**src/rtl/sram_arbiter.sv**
```systemverilog
// Two-port round-robin arbiter sharing one SRAM controller port between the
// instruction cache (port 0) and data cache (port 1), with a stall watchdog.
module sram_arbiter #(
   parameter int unsigned ADDR_W  = 20,
   parameter int unsigned DATA_W  = 64,
   parameter int unsigned TIMEOUT = 255
) (
   input  logic              clk,
   input  logic              rst,
   input  logic              r0_valid,
   input  logic              r0_rw,
   input  logic [ADDR_W-1:0] r0_addr,
   input  logic [DATA_W-1:0] r0_wdata,
   output logic              r0_ready,
   output logic [DATA_W-1:0] r0_rdata,
   input  logic              r1_valid,
   input  logic              r1_rw,
   input  logic [ADDR_W-1:0] r1_addr,
   input  logic [DATA_W-1:0] r1_wdata,
   output logic              r1_ready,
   output logic [DATA_W-1:0] r1_rdata,
   output logic              m_valid,
   output logic              m_rw,
   output logic [ADDR_W-1:0] m_addr,
   output logic [DATA_W-1:0] m_wdata,
   input  logic              m_ready,
   input  logic [DATA_W-1:0] m_rdata,
   output logic              grant,
   output logic              busy,
   output logic              err_timeout,
   input  logic              err_clr
);

   localparam int unsigned CNT_W = 16;

   typedef enum logic [1:0] {
      IDLE  = 2'd0,
      ISSUE = 2'd1,
      WAIT  = 2'd2,
      RESP  = 2'd3
   } state_t;

   state_t             state_q, state_d;
   logic               last_grant_q, last_grant_d;
   logic [CNT_W-1:0]   cnt_q, cnt_d;
   logic               sel;
   logic               grant_d, busy_d, err_d;
   logic               m_valid_d, m_rw_d;
   logic [ADDR_W-1:0]  m_addr_d;
   logic [DATA_W-1:0]  m_wdata_d;
   logic               r0_ready_d, r1_ready_d;
   logic [DATA_W-1:0]  r0_rdata_d, r1_rdata_d;

   // Next-state and next-output logic; every output is registered below.
   always_comb begin
      state_d      = state_q;
      last_grant_d = last_grant_q;
      cnt_d        = cnt_q;
      sel          = 1'b0;
      grant_d      = grant;
      m_valid_d    = 1'b0;
      m_rw_d       = m_rw;
      m_addr_d     = m_addr;
      m_wdata_d    = m_wdata;
      r0_ready_d   = 1'b0;
      r1_ready_d   = 1'b0;
      r0_rdata_d   = r0_rdata;
      r1_rdata_d   = r1_rdata;
      err_d        = err_clr ? 1'b0 : err_timeout;

      case (state_q)
         IDLE: begin
            if (r0_valid || r1_valid) begin
               // Contention goes to the port that was not served last.
               sel       = (r0_valid && r1_valid) ? ~last_grant_q : r1_valid;
               grant_d   = sel;
               m_rw_d    = sel ? r1_rw    : r0_rw;
               m_addr_d  = sel ? r1_addr  : r0_addr;
               m_wdata_d = sel ? r1_wdata : r0_wdata;
               m_valid_d = 1'b1;
               state_d   = ISSUE;
            end
         end
         ISSUE: begin
            cnt_d   = '0;
            state_d = WAIT;
         end
         WAIT: begin
            cnt_d = (cnt_q == CNT_W'(TIMEOUT)) ? cnt_q : cnt_q + CNT_W'(1);
            if (cnt_q == CNT_W'(TIMEOUT - 1)) begin
               err_d = 1'b1;
            end
            if (m_ready) begin
               if (grant) begin
                  r1_rdata_d = m_rdata;
                  r1_ready_d = 1'b1;
               end else begin
                  r0_rdata_d = m_rdata;
                  r0_ready_d = 1'b1;
               end
               last_grant_d = grant;
               state_d      = RESP;
            end
         end
         RESP: begin
            state_d = IDLE;
         end
         default: begin
            state_d = IDLE;
         end
      endcase

      busy_d = (state_d != IDLE);
   end

   // State and output registers; reset abandons any transaction in flight.
   always_ff @(posedge clk) begin
      if (rst) begin
         state_q      <= IDLE;
         last_grant_q <= 1'b1;
         cnt_q        <= '0;
         grant        <= 1'b0;
         busy         <= 1'b0;
         err_timeout  <= 1'b0;
         m_valid      <= 1'b0;
         m_rw         <= 1'b0;
         m_addr       <= '0;
         m_wdata      <= '0;
         r0_ready     <= 1'b0;
         r1_ready     <= 1'b0;
         r0_rdata     <= '0;
         r1_rdata     <= '0;
      end else begin
         state_q      <= state_d;
         last_grant_q <= last_grant_d;
         cnt_q        <= cnt_d;
         grant        <= grant_d;
         busy         <= busy_d;
         err_timeout  <= err_d;
         m_valid      <= m_valid_d;
         m_rw         <= m_rw_d;
         m_addr       <= m_addr_d;
         m_wdata      <= m_wdata_d;
         r0_ready     <= r0_ready_d;
         r1_ready     <= r1_ready_d;
         r0_rdata     <= r0_rdata_d;
         r1_rdata     <= r1_rdata_d;
      end
   end

endmodule

```
**config.mk**
```make
export PLATFORM = sky130hd
export DESIGN_NAME = sram_arbiter
export DESIGN_NICKNAME = d
export VERILOG_FILES = /design/src/rtl/sram_arbiter.sv
export SDC_FILE = /design/constraint.sdc
export NUM_CORES = 1
export LEC_CHECK = 0
export CAP_MARGIN = 20
export CORE_AREA = 5 5 177 179
export CTS_BUF_LIST = sky130_fd_sc_hd__clkbuf_8
export DETAILED_ROUTE_END_ITERATION = 7
export DIE_AREA = 0 0 182 184
export GPL_ROUTABILITY_DRIVEN = 0
export MAX_ROUTING_LAYER = met4
export PLACE_DENSITY = 0.68
export RECOVER_POWER = 100
export REMOVE_ABC_BUFFERS = 1
export SYNTH_ARGS = -nofsm -noshare
export SYNTH_HDL_FRONTEND = slang
export SYNTH_SLANG_ARGS = --single-unit
```
**constraint.sdc**
```tcl
create_clock -name clk -period 5.35 [get_ports clk]
set_clock_uncertainty 0.2 [all_clocks]
set_input_delay 1.07 -clock clk [delete_from_list [all_inputs] [get_ports clk]]
set_output_delay 1.07 -clock clk [all_outputs]
set_load 0.02 [all_outputs]
```
== Word-level counts from Yosys, hierarchy flattened ==
Cells that the tools add are included.

* Add/subtract/negate cells: 1
* Equal/unequal tests: 6
* Multiplexer cells: 15
* Bitwise gates (word level): 5
* Reductions and logical operators: 12

{| class="wikitable"
|+ Operators by type and width
! kind !! number
|-
| $mux 64 || 1
|-
| $eq 16x8->1 const B || 2
|-
| $pmux 16 s2 || 1
|-
| $mux 20 || 1
|-
| $add 16x1->16 const B || 1
|-
| $mux 16 || 1
|-
| $mux 1 || 8
|-
| $pmux 2 s4 || 1
|-
| $reduce_and 2->1 || 3
|-
| $reduce_and 3->1 || 2
|-
| $not 1->1 || 5
|-
| $eq 2x2->1 const B || 2
|-
| $mux 2 || 2
|-
| $reduce_bool 2->1 || 2
|-
| $reduce_or 3->1 || 1
|-
| $eq 2x1->1 const B || 1
|-
| $logic_not 2->1 || 1
|-
| $ne 2x2->1 const B || 1
|-
| $reduce_or 2->1 || 1
|-
| $logic_and 1x1->1 || 1
|-
| $logic_or 1x1->1 || 1
|}

* Flip-flop bits (word level): 238
* Output and inout port bits: 219

== Longest topological paths before layout ==
* Word-level depth: 4
* Mapped depth: 9
* Gate-level depth less buffers: 6

== Least setup slack after synthesis ==
OpenSTA, ideal clock, no wires.

* Path type: input port to flip-flop
* From: input port r1_valid
* To: register m_addr[0]
* Setup time: 137 ps
* Arrival time: 2,158 ps
* Required time: 5,013 ps
* Slack: 2,854 ps
* Cell stages on the path: 6
* Buffers on the path: 3
* Path through: a21boi_0 -> clkbuf_1 -> buf_2 -> buf_2 -> mux2i_1 -> a211oi_1

* Word-level cells in the longest chain between the ends: 3
* Elaborated cells on any way between the ends: 5
* Those cells by class: mux (2); reduce/logical (3)

{| class="wikitable"
|+ RTL lines
! what !! line !! text
|-
| start, declared || 16 || <nowiki>input logic r1_valid,</nowiki>
|-
| $logic_and 1x1->1 || 75 || <nowiki>sel = (r0_valid && r1_valid) ? ~last_grant_q : r1_valid;</nowiki>
|-
| $mux 1 || 75 ||
|-
| $mux 20 || 78 || <nowiki>m_addr_d = sel ? r1_addr : r0_addr;</nowiki>
|-
| end signal, assigned || 142 || <nowiki>m_addr <= m_addr_d;</nowiki>
|-
| end, declared || 24 || <nowiki>output logic [ADDR_W-1:0] m_addr,</nowiki>
|}

Several ways; a longest one is shown, not always the timed one.
A chain may end at the register's enable or synchronous reset.

== Worst setup path after layout ==
* From: input port r0_valid
* To: register m_wdata[10]

* Word-level cells in the longest chain between the ends: 3
* Elaborated cells on any way between the ends: 5
* Those cells by class: mux (2); reduce/logical (3)

{| class="wikitable"
|+ RTL lines
! what !! line !! text
|-
| start, declared || 10 || <nowiki>input logic r0_valid,</nowiki>
|-
| $logic_and 1x1->1 || 75 ||
|-
| $mux 1 || 75 ||
|-
| $mux 64 || 79 || <nowiki>m_wdata_d = sel ? r1_wdata : r0_wdata;</nowiki>
|-
| end signal, assigned || 143 || <nowiki>m_wdata <= m_wdata_d;</nowiki>
|-
| end, declared || 25 || <nowiki>output logic [DATA_W-1:0] m_wdata,</nowiki>
|}

Several ways; a longest one is shown, not always the timed one.

==> flow_summary.toml <==
[floorplanning]
rows = 63
initial_utilization_pct = 30.4
io_pins = 459
chipHeight_um = 184
die_w_um = 182
die-area_mm2 = 0.0335
core_area_mm2 = 0.0294

[worst_setup_path]
worstPathRequired_ps = 5580
critical_path_class = "in2reg"
reg2regPathDepth = 5
cp-start-kind = "input port"
worstSetupEndpoint = "m_wdata[10]$_SDFFE_PP0P_"
crit_start = "r0_valid"
timing.rr.start = "cnt_q[0]$_SDFFE_PP0P_"
cp-end-kind = "flop"
rrSetupSlack_ps = 1660
cp.arrival_ps = 4210
critPathMaxFanout = 47
r2r-end = "cnt_q[3]$_SDFFE_PP0P_"

[yosys]
ys.flop_type = "dfxtp_1"
syn_inst = 931
synth_top_area_share_pct = 53.3
synth.avg_cell_area_um2 = 9.60
synth_edf_count = 0
synthArstFlopShare_pct = 0
synth-seq-cells = 238
netlist_top_cells_area = "dfxtp_1 53%, mux2i_1 9.6%, a211oi_1 7.1%"
ys_seq_area_share_pct = 53.3
synth_cell_type_count = 42
yosysTopAreaCell = "dfxtp_1"
synth_warnings = 0
netlist_area_mm2 = 0.00893

[clocking]
post_cts_buffers = 0
htreeDepth = 2
numCtsBuffers = 42
hold_buffers = 0
path_clk_slew_ps = 60
cts-root-buf = "clkbuf_8"
cts_tree = "built"
clock-sinks = 238
clock_latency_ps = 530
cts_resized = 0
clock_path_buffers = 3

[layout]
area_delta_synth_final_pct = 64.4
final_util_pct = 50.0
drive_above_1_share_pct = 6.13
multi_input_area_mm2 = 0.00385
seq_area_mm2 = 0.00476
nets = 1621
fillerInstances = 2719

[detailed_routing]
wl_per_cell_um = 19.1
via_per_inst = 4.84
drtAntennaViolNets = 0
drc = 0
firstDrtPassIters = 5
totalWireLength_mm = 34.4
drtIter0Drc = 385
dr_total_vias = 8718

[sta]
setup_viol = 0
period_share_pct = 74.3
rsz0062_at_grt = "false"
hold_viol_final = 0
timing.fmax_ghz = 0.251
relSlewSlack_pct = -52.3
fin_tns_setup_ps = 0
drv_slew = 102
min_period_ps = 3980
worst_pin_slew_ps = 2250

[global_route]
grt_usage_pct = 19.7
antenna_found_initial = 8
grt_pass1_wl_mm = 51.0
grt-ovfl-total = 0
grt_max_degree = 86
grt_pass1_vias = 8759

[flow_run]
drv_cap = 3

[placement]
io_buffers = 458
dp_hpwl_mm = 25.3

[power]
p_leak_nw = 6.00
powerDensity_mw_per_mm2 = 408
ir_drop_v = 0.000298

[outcome]
status = "complete, but fails checks"
violations = "capacitance limit, slew limit"

[hold_path]
min_from = "r0_rdata[46]$_SDFFE_PP0P_"
hold_class = "reg2reg"
## cells by family after synthesis
logic type               synth area share [%]
AND/OR/NAND/NOR                          12.7
AO/OA/AOI/OAI                            19.8
flip-flops                               53.3
multiplexers                             9.63
buffers and inverters                    3.63
adder cells (fa/ha/maj)                 0.840
XOR/XNOR                               0.0980
## state kept, by name, indices dropped and copies added, names as in the netlist
signal and count:
state_q 2, r1_rdata 64, m_valid 1, m_wdata 64, m_rw 1, r0_rdata 64, cnt_q 16, r1_ready 1
grant 1, err_timeout 1, last_grant_q 1, busy 1, m_addr 20, r0_ready 1
## placed cells by master (no fill, tap or decap), types with 9 or more instances in the layout
| master | count |
|---|---|
| dfxtp_1 | 238 |
| clkbuf_8 | 55 |
| nand3_1 | 9 |
| nand2_1 | 138 |
| buf_4 | 9 |
| a22o_1 | 64 |
| a211oi_1 | 85 |
| a21oi_1 | 71 |
| nor2_1 | 94 |
| clkdlybuf4s50_1 | 236 |
| mux2i_1 | 86 |
| dlygate4sd3_1 | 221 |
| inv_1 | 14 |
## cell type report
class	instances	share of cell area (%)
flip-flops and latches	238	32.4
diodes	8	0.136
inverters	5	0.128
multi-input cells	612	26.2
well taps	390	3.32
repair buffers	476	32.0
clock buffers	55	5.15
clock inverters	17	0.571
## routing by layer
layer / share of wire, % / track usage (%) / wire length, um / up-vias
met5: 0 / - / 0 / -
met4: 2.7 / 6.75 / 924 / 0
met3: 9.9 / 7.54 / 3400 / 60
met2: 46 / 30.5 / 15900 / 386
met1: 41 / 23.7 / 14200 / 4036
li1: - / - / - / 4236
## how the worst min path moves through the flow
stage / endpoint / slack (ps) / cells after the start
finish: r0_rdata[46]$_SDFFE_PP0P_ / 250 / 2
global route: r0_rdata[8]$_SDFFE_PP0P_ / 270 / 2
CTS: r0_rdata[34]$_SDFFE_PP0P_ / 250 / 2
detailed placement: r0_rdata[34]$_SDFFE_PP0P_ / 250 / 2
global placement: r0_rdata[34]$_SDFFE_PP0P_ / 240 / 2
floorplan: last_grant_q$_SDFFE_PP1P_ / 220 / 2
## synth_stat cells (2+ instances only)
master,number
nand3_1,8
dfxtp_1,238
buf_2,10
clkbuf_1,60
a21oi_1,71
a211oi_1,85
ha_1,6
o21ai_1,5
mux2i_1,86
a21oi_2,2
buf_1,5
and4_1,2
a22o_1,64
nor2_1,95
o311ai_0,2
inv_1,5
or2_2,3
nand2_1,138
nand4_1,5
o31ai_1,5
or4_1,2
nor2b_1,4
o21ai_0,2
or3_1,8
nor4_1,3
## worst max-delay path, cell delays in order
cell and delay (ps):
dlygate4sd3_1 610, a21boi_4 650, clkbuf_2 1290, mux2i_1 200, a211oi_1 280
## power breakdown
group | internal [mW] | total (mW) | switching [mW]
combinational | 0.871 | 2.06 | 1.19
clock | 0.920 | 1.67 | 0.754
sequential | 2.09 | 2.26 | 0.176
total | 3.88 | 6.00 | 2.12
## through the flow
step                      cells  area, um2  hold WS [ps]  setup slack (ps)  total power [mW]
after global routing       1801      14700           265              1130              6.37
after CTS                  1793      14800           254              2340              6.22
after global placement     1721      13900           242              1910              4.47
after detailed placement   1721      13900           245              1870              4.50
after floorplan             855       8630           219             -5920              3.55
final                      1801      14700           249              1370              6.00
(Power assumes the default switching activity.)
